`src/rtl/drum_pkg.sv`:
```
// drum_pkg: shared constants, index-width helper and state types for the drum step sequencer
//   DEF_TRACKS / DEF_STEPS - default track and step counts
//   MIN_PERIOD             - shortest step period in clocks
//   idx_w()                - index width for a count of items
//   seq_state_t            - sequencer play state
//   gate_state_t           - per-track gate state
package drum_pkg;

    localparam int DEF_TRACKS = 4;
    localparam int DEF_STEPS  = 16;
    localparam int MIN_PERIOD = 4;

    typedef enum logic { IDLE, PLAY } seq_state_t;

    typedef enum logic [1:0] { G_OFF, G_ON, G_RETRIG } gate_state_t;

    function automatic int idx_w(input int n);
        return (n > 1) ? $clog2(n) : 1;
    endfunction

endpackage

```
`src/rtl/drum_gate_timer.sv`:
```
// drum_gate_timer: per-track timed enable gate with a one-cycle gap on retrigger
//   clk, rst  - clock, synchronous active-high reset
//   trig      - start (or restart) the gate this cycle
//   gate_len  - clocks the enable is held; 0 behaves as 1
//   kill      - force the gate off immediately (wins over trig)
//   en        - player enable
module drum_gate_timer
    import drum_pkg::*;
#(
    parameter int GATE_W = 12
) (
    input  logic              clk,
    input  logic              rst,
    input  logic              trig,
    input  logic [GATE_W-1:0] gate_len,
    input  logic              kill,
    output logic              en
);

    gate_state_t       state_q, state_d;
    logic [GATE_W-1:0] cnt_q, cnt_d, len_eff;

    // A trigger while the gate is open passes through G_RETRIG so the player
    // sees one low cycle and restarts; the length is captured at trigger time.
    always_comb begin
        len_eff = (gate_len == '0) ? GATE_W'(1) : gate_len;
        state_d = state_q;
        cnt_d   = cnt_q;
        if (kill) begin
            state_d = G_OFF;
            cnt_d   = '0;
        end else if (trig) begin
            state_d = (state_q == G_ON) ? G_RETRIG : G_ON;
            cnt_d   = len_eff;
        end else if (state_q == G_RETRIG) begin
            state_d = G_ON;
        end else if (state_q == G_ON) begin
            state_d = (cnt_q == GATE_W'(1)) ? G_OFF : G_ON;
            cnt_d   = cnt_q - 1'b1;
        end
    end

    always_ff @(posedge clk) begin
        if (rst) begin
            state_q <= G_OFF;
            cnt_q   <= '0;
        end else begin
            state_q <= state_d;
            cnt_q   <= cnt_d;
        end
    end

    assign en = (state_q == G_ON);

endmodule

```
`src/rtl/drum_step_sequencer.sv`:
```
// drum_step_sequencer: track-by-step trigger pattern driving timed sample-player enables
//   clk, rst     - clock, synchronous active-high reset (also clears the pattern)
//   run          - 1 = play, 0 = stop and rewind to step 0
//   step_period  - clocks per step; values below MIN_PERIOD behave as MIN_PERIOD
//   swing_amt    - swing offset, present only with DRUM_SEQ_SWING_EN defined
//   gate_len     - clocks each enable is held per trigger; 0 behaves as 1
//   wr_en, wr_track, wr_step, wr_val - pattern bit write port
//   sample_en    - per-track player enable
//   step_idx     - current step
//   step_tick    - one-cycle pulse on each step boundary
// Optional feature macro: DRUM_SEQ_SWING_EN (even steps longer, odd steps shorter).
module drum_step_sequencer
    import drum_pkg::*;
#(
    parameter int NUM_TRACKS = DEF_TRACKS,
    parameter int NUM_STEPS  = DEF_STEPS,
    parameter int PERIOD_W   = 24,
    parameter int GATE_W     = 12
) (
    input  logic                         clk,
    input  logic                         rst,
    input  logic                         run,
    input  logic [PERIOD_W-1:0]          step_period,
`ifdef DRUM_SEQ_SWING_EN
    input  logic [PERIOD_W-1:0]          swing_amt,
`endif
    input  logic [GATE_W-1:0]            gate_len,
    input  logic                         wr_en,
    input  logic [idx_w(NUM_TRACKS)-1:0] wr_track,
    input  logic [idx_w(NUM_STEPS)-1:0]  wr_step,
    input  logic                         wr_val,
    output logic [NUM_TRACKS-1:0]        sample_en,
    output logic [idx_w(NUM_STEPS)-1:0]  step_idx,
    output logic                         step_tick
);

    localparam int SW = idx_w(NUM_STEPS);
    localparam int CW = PERIOD_W + 1;

    seq_state_t                           state_q, state_d;
    logic [CW-1:0]                        cnt_q, cnt_d, p_eff, dur;
    logic [SW-1:0]                        step_q, step_d;
    logic                                 tick_q, tick_d;
    logic [NUM_TRACKS-1:0][NUM_STEPS-1:0] pat_q;

    // One extra counter bit so a swung even step (period + s) cannot overflow.
    always_comb begin
        p_eff = (step_period < PERIOD_W'(MIN_PERIOD)) ? CW'(MIN_PERIOD) : {1'b0, step_period};
    end

`ifdef DRUM_SEQ_SWING_EN
    logic [CW-1:0] half, swing;
    logic          load_odd;

    // The step being loaded is step 0 from IDLE, otherwise step_q + 1.
    always_comb begin
        load_odd = (state_q == PLAY) & ~step_q[0];
        half     = p_eff >> 1;
        swing    = ({1'b0, swing_amt} > half) ? half : {1'b0, swing_amt};
        dur      = load_odd ? p_eff - swing : p_eff + swing;
    end
`else
    always_comb begin
        dur = p_eff;
    end
`endif

    always_comb begin
        state_d = state_q;
        cnt_d   = cnt_q;
        step_d  = step_q;
        tick_d  = 1'b0;
        if (state_q == IDLE) begin
            if (run) begin
                state_d = PLAY;
                step_d  = '0;
                tick_d  = 1'b1;
                cnt_d   = dur - 1'b1;
            end
        end else if (!run) begin
            state_d = IDLE;
            step_d  = '0;
        end else if (cnt_q == '0) begin
            step_d = step_q + 1'b1;
            tick_d = 1'b1;
            cnt_d  = dur - 1'b1;
        end else begin
            cnt_d = cnt_q - 1'b1;
        end
    end

    always_ff @(posedge clk) begin
        if (rst) begin
            state_q <= IDLE;
            cnt_q   <= '0;
            step_q  <= '0;
            tick_q  <= 1'b0;
            pat_q   <= '0;
        end else begin
            state_q <= state_d;
            cnt_q   <= cnt_d;
            step_q  <= step_d;
            tick_q  <= tick_d;
            if (wr_en) pat_q[wr_track][wr_step] <= wr_val;
        end
    end

    // Triggers are taken in the tick cycle from the registered pattern, so a
    // write landing on that same cycle only affects the next pass.
    for (genvar i = 0; i < NUM_TRACKS; i++) begin : g_trk
        drum_gate_timer #(
            .GATE_W(GATE_W)
        ) u_gate (
            .clk      (clk),
            .rst      (rst),
            .trig     (tick_q & pat_q[i][step_q]),
            .gate_len (gate_len),
            .kill     (~run),
            .en       (sample_en[i])
        );
    end

    assign step_idx  = step_q;
    assign step_tick = tick_q;

endmodule

```
`config.mk`:
```
export PLATFORM = sky130hd
export DESIGN_NAME = drum_step_sequencer
export DESIGN_NICKNAME = d
export VERILOG_FILES = /design/src/rtl/drum_pkg.sv /design/src/rtl/drum_gate_timer.sv /design/src/rtl/drum_step_sequencer.sv
export SDC_FILE = /design/constraint.sdc
export NUM_CORES = 1
export LEC_CHECK = 0
export CORE_MARGIN = 2
export CORE_UTILIZATION = 59
export DETAILED_ROUTE_END_ITERATION = 10
export PLACE_DENSITY = 0.83
export SLEW_MARGIN = 25
export SYNTH_ARGS = -nofsm -noshare
export SYNTH_HDL_FRONTEND = slang
export SYNTH_SLANG_ARGS = --single-unit
```
`constraint.sdc`:
```
create_clock -name clk -period 3.7 [get_ports clk]
set_clock_uncertainty 0.05 [all_clocks]
set_input_delay 0.74 -clock clk [delete_from_list [all_inputs] [get_ports clk]]
set_output_delay 0.74 -clock clk [all_outputs]
set_load 0.01 [all_outputs]
```
==> results.md, run 1 <==
- Outcome: complete, no violations
- EDFF count, synth: 0
- CP Cell Sequence: clkdlybuf4s50_1 > or4_1 > nor2_1 > nand2_1 > nand2_1 > ha_1 > or3b_2 > a2111oi_0 > xnor2_1 > a211oi_1
- Die Wd: 125 um
- Ys Warns: 0
- Synthesized Nets: ~1100
- Vias in the first global route: ~7300
- Placed cell count: approximately 1200
- Area delta synth->final: 16.4%
- Die Y: around 120 um
- DRT Wirelength: between 20000 and 25000 um
- Commonest non-fill, non-tap cell in the layout: dfxtp_1
- Worst-path fanout max: 4
- Fmax: 0.300 GHz
- Setup bufs post-CTS: 0
- Yosys reg bits: ~150
- FFs w/ async S/R, synth: 0%
- Detail Placement HPWL: approximately 14000 um
- Setup violations, final: 0
- Ys flop type: dfxtp_1
- Hold-fix buffers at CTS: 0
- Die Area: about 16000 um^2
- Setup Total Neg Slack: 0 ps
- Finished Layout Cells: between 1000 and 1500
- Nets: between 1000 and 1500
- Clock latency at the later pin of the worst-skew pair: about 430 ps
- Fin crit share: around nine tenths
- DR vias: 7849
- Final Hold Fails: 0
- Power per Cell Area: 385 nW/um^2
- CTS Sinks: approximately 150
- Tmin final: ~3300 ps
- Initial antenna violation count: 0
- Worst EP arrival: approximately 3600 ps
- Mapped cell area: around 8600 um^2
- Residual DRC: 0
- Initial detailed-routing violation count: approximately 650
- Unrepaired setup endpoints after global routing: false
- Syn avg cell area: 8.31 um^2
- Final WS setup: ~360 ps
- Hold WC Path Type: register to register
- FP Rows: between 40 and 50
- Register area share after synthesis: roughly a third
- Worst Setup Start Kind: input pin
- Most frequent cells in the layout: dfxtp_1, nor2_1, nand2_1
- Maximum number of pins on one net before global-route repair: 95
- H-tree levels: 4
- First-pass GRT wire length: ~35000 um
- Antenna cells: 0
- First-pass iteration count of the detailed router: 5
- Worst stage delay on the critical path: 550 ps
- Slew headroom: a little over a third
- Clock buffer count from CTS: 17
- Core area: about 14000 um^2
- Ratio of cells with drive above 1 in the final layout: roughly 11%
- Crit end category: register
- Remaining global-route overflow: 0
- Total I/O pin count: 56
- Synth unique cells: 69
- WS Path Type: input pin to register
- PostCTS Resize Cnt: 0
- Pre-CTS setup slack: -68.8 ps
- TritonCTS clock tree: yes
- Routed vias/inst: slightly above 6
- Max VDD drop: roughly 330 uV
- Most used cell along the critical path: nand2_1
- Cells after Synth: around 1000
- MaxCap Viol Count: 0
- Per-cell routed wire length: ~17 um
- Design area: 10000 um^2
- Final Max Slew Viols: 0
- GP Congestion: 0.921
- Clk slew on worst S/H paths: approximately 70 ps
- Placement Cell Area: ~9400 um^2
- Crit-path slowest cell: or4_1
- IO Port Bufs: between 50 and 60
- Leakage power: about 3.7 nW
- Starting density of the core: 59.8%
- Least-Margin Pin Slew: 976 ps
- Overall Global Routing Usage: between 20% and 30%
- Worst Path Required: ~4000 ps
- CTS root buf: clkbuf_16
- Post-route antenna net violation count: 0
- CTS max path bufs: 2
[cell families after synthesis]
logic type               after synthesis  synth area share (%)
AO/OA/AOI/OAI                        199                  15.3
XOR/XNOR                              67                  6.81
adder cells (fa/ha/maj)               19                  2.76
buffers and inverters                100                  4.80
flip-flops                           151                  35.1
multiplexers                          66                  10.2
AND/OR/NAND/NOR                      435                  25.1
[synth_stat cells (10+ instances only)]
master      n  area share (%)
a211oi_1   48             4.2
or4_1      12             1.0
inv_1      24             1.0
o21ai_0    49             2.8
mux2i_1    47             5.5
nand2_1   115             5.0
mux4_2     17             4.4
nand4_1    10            0.73
or3_1      13            0.94
nand3_1    38             2.2
buf_2      16            0.93
dfxtp_1   151              35
a21oi_1    40             2.3
ha_1       19             2.8
nand2b_1   13            0.94
nor4_1     33             2.4
clkbuf_1   48             2.1
xnor2_1    45             4.6
xor2_1     22             2.2
nor2_1    117             5.1
nor3_1     33             1.9
[area by class of cell]
type | count | area [um^2]
clock buffers | 18 | 429
fillers | 1100 | 4390
clock inverters | 13 | 169
repair buffers | 101 | 901
flip-flops and latches | 151 | 3020
inverters | 26 | 97.6
well taps | 184 | 230
multi-input cells | 786 | 5180
[worst max-delay path, delay by kind of cell]
| family | cells | cell delay (ps) |
|---|---|---|
| xor+xnor | 1 | 120 |
| fa+ha+maj | 1 | 170 |
| compound gates | 2 | 730 |
| buf+inv | 1 | 420 |
| simple gates | 5 | 1420 |
[registers in the layout, indices dropped and copies added, names as in the netlist]
signal,count
cnt_q,25
g_trk.u_gate.cnt_q,48
g_trk.u_gate.state_q,8
pat_q,64
state_q,1
step_idx,4
step_tick,1
[per-layer routing]
metal	routed length (um)	GRT usage, %	vias to the layer above
li1	-	-	3838
met5	0	0	-
met4	453	9.02	0
met1	9320	35.0	3733
met2	10400	46.4	238
met3	1130	5.46	40
[power breakdown]
group / leakage, nW / total, mW / switching [mW] / internal [mW]
registers: 1.22 / 1.69 / 0.0358 / 1.65
logic: 2.17 / 0.385 / 0.224 / 0.162
clock network: 0.292 / 1.79 / 0.721 / 1.07
[path summary, 6_finish.rpt]
path	startpoint	endpoint	slack, ps	cells past startpoint
min reg2reg	pat_q[47]	pat_q[47]	410	2
max reg2reg	step_idx[0]	g_trk[2].u_gate.cnt_q[9]	800	7
max	step_period[20]	cnt_q[16]	360	10
min	pat_q[47]	pat_q[47]	410	2
[stage by stage]
step           hold slack, ps  utilization [%]  power (mW)
6_report                  410             69.6        3.86
3_5_place_dp              400             65.4        2.10
4_1_cts                   410             69.5        3.87
3_3_place_gp              388             65.4        2.10
2_1_floorplan             376                -        1.94
5_1_grt                   425             69.6        3.99
Power figures use the tool's default switching activity.
==> run 2, diff against run 1 <==
--- a/config.mk
+++ b/config.mk
@@ -9,6 +9,7 @@
 export CORE_UTILIZATION = 59
 export DETAILED_ROUTE_END_ITERATION = 10
 export PLACE_DENSITY = 0.83
+export REMOVE_ABC_BUFFERS = 1
 export SLEW_MARGIN = 25
 export SYNTH_ARGS = -nofsm -noshare
 export SYNTH_HDL_FRONTEND = slang
==> run 2 against run 1 <==
Compared with the run above:
- via count down 1.2%
- first-iteration DRC count grew 1.5%
- final cell count about the same
- hold slack better by 0.83 ps
- die area unchanged
- register-to-register slack better by 170 ps
- flip-flop and latch count stayed put
- clock power down 6%
- setup slack worse by 11 ps
- global-route usage grew 0.45 points
- critical endpoint unchanged
- largest power group is now sequential cells
- highest routed layer unchanged
==> results.md, run 2 (same netlist as run 1, synthesis figures left out) <==
- Clock buffer count from CTS: 17
- Final Hold Fails: 0
- Antenna cells: 0
- Nets: around 1100
- Final WS setup: roughly 350 ps
- Fin util: between 60% and 70%
- Fmax: 0.299 GHz
- CTS Sinks: between 150 and 200
- Worst EP arrival: approximately 3600 ps
- Vias in the first global route: 7316
- Die Y: 125 um
- Hold slack: roughly 410 ps
- Die Area: approximately 16000 um^2
- DR vias: roughly 7800
- Biggest regs: pat_q: 64 flops, g_trk.u_gate.cnt_q: 48 flops, cnt_q: 25 flops
- Internal reg-to-reg setup slack: between 900 and 1000 ps
- CTS root buf: clkbuf_16
- Clock latency at the later pin of the worst-skew pair: ~430 ps
- CP delay by family, top: simple AND/OR/NAND/NOR gates
- Tmin final: around 3300 ps
- Worst Path Required: 4000 ps
- Most used cell along the critical path: nand2_1
- GP Congestion: just under 0.9
- Maximum number of pins on one net before global-route repair: 65
- Worst-path fanout max: 3
- Clk slew on worst S/H paths: roughly 60 ps
- Unrepaired setup endpoints after global routing: false
- Core area: 14400 um^2
- Least-Margin Pin Slew: 811 ps
- Initial detailed-routing violation count: 657
- Worst stage delay on the critical path: 540 ps
- Slew headroom: a little under half
- Largest register by flop count: pat_q
- Pre-CTS setup slack: -67.5 ps
- TritonCTS clock tree: yes
- DRT Wirelength: 21500 um
- Power per Cell Area: 377 nW/um^2
- Initial antenna violation count: 0
- Fill count: 1137
- CTS max path bufs: 2
- Starting density of the core: between 50 and 60%
- Setup violations, final: 0
- FP Rows: 44
- Max reg flops: 64
- Outcome: complete, no violations
- WS Path Type: input pin to register
- Final Max Slew Viols: 0
- Hold WC Path Type: register to register
- Total I/O pin count: 56
- First-pass iteration count of the detailed router: 5
- Remaining global-route overflow: 0
- CP Cell Sequence: clkdlybuf4s50_1 > or4_1 > nor2_1 > nand2_1 > nand2_1 > ha_1 > or3b_2 > a2111oi_0 > xnor2_1 > a211oi_1
- Area delta synth->final: 15.8%
- Most frequent cells in the layout: dfxtp_1, nor2_1, nand2_1
- Die Wd: ~120 um
- Residual DRC: 0
- Crit-path slowest cell: or4_1
- PostCTS Resize Cnt: 0
- Commonest non-fill, non-tap cell in the layout: dfxtp_1
- Post-route antenna net violation count: 0
- Finished Layout Cells: around 1300
- Placed cell count: 1246
- Overall Global Routing Usage: between 20% and 30%
- Max VDD drop: ~350 uV
- IO Port Bufs: 55
- MaxCap Viol Count: 0
- Worst Setup Start Kind: input pin
- WP buf/inv: 1
- Per-cell routed wire length: 16.8 um
- Leakage power: ~3.7 nW
- Routed vias/inst: ~6
- Ratio of cells with drive above 1 in the final layout: a little over a tenth
- Hold-fix buffers at CTS: 0
- Crit end category: register
- Setup bufs post-CTS: 0
- H-tree levels: 4
- Detail Placement HPWL: between 10000 and 15000 um
- First-pass GRT wire length: 35700 um
- Fin crit share: 90.5%
[run 2: changes by cell type in the layout (fill, tap and decap cells not counted), sizes merged]
cell	previous run	this run
buf	48	46
bufinv	3	1
clkbuf	18	19
clkinv	5	7
clkinvlp	1	4
inv	30	27
[run 2: path summary, 6_finish.rpt]
path | startpoint | endpoint | depth (start not counted)
hold / removal | pat_q[31] | pat_q[31] | 2
setup reg to reg | step_idx[0] | g_trk[2].u_gate.cnt_q[0] | 5
hold reg to reg | pat_q[31] | pat_q[31] | 2
setup / recovery | step_period[21] | cnt_q[16] | 10
[run 2: per-layer routing]
metal	vias up	part of all wire, %	GRT usage [%]
li1	3819	-	-
met1	3674	44	35.1
met2	233	49	47.5
met3	31	5.4	6.23
met4	0	1.8	8.43
met5	-	0	0
[run 2: layout make-up]
cell class	count	area (um^2)	area share (%)
tap	184	230	2.31
timing repair buffer	99	873	8.75
inverter	26	97.6	0.978
clock buffer	19	453	4.54
clock inverter	13	123	1.23
multi-input combinational	786	5180	51.9
sequential	151	3020	30.3
[run 2: worst register-to-register path: stages, from the launching register on]
cell and delay [ps]:
dfxtp_1 310, buf_4 360, mux4_2 600, mux2i_1 200, o22a_1 680, mux2_2 420
[run 2: stage by stage]
step	power [mW]	setup TNS [ps]	instance area, um^2
floorplan	1.91	0	8300
detailed placement	2.10	-70.6	9400
CTS	3.77	0	9980
global route	3.89	0	9980
global placement	2.10	0	9400
finish	3.77	0	9980
[run 2: power breakdown]
part | switching, mW | internal (mW)
Sequential | 0.0360 | 1.65
Clock | 0.723 | 0.966
Combinational | 0.227 | 0.161
Total | 0.985 | 2.78
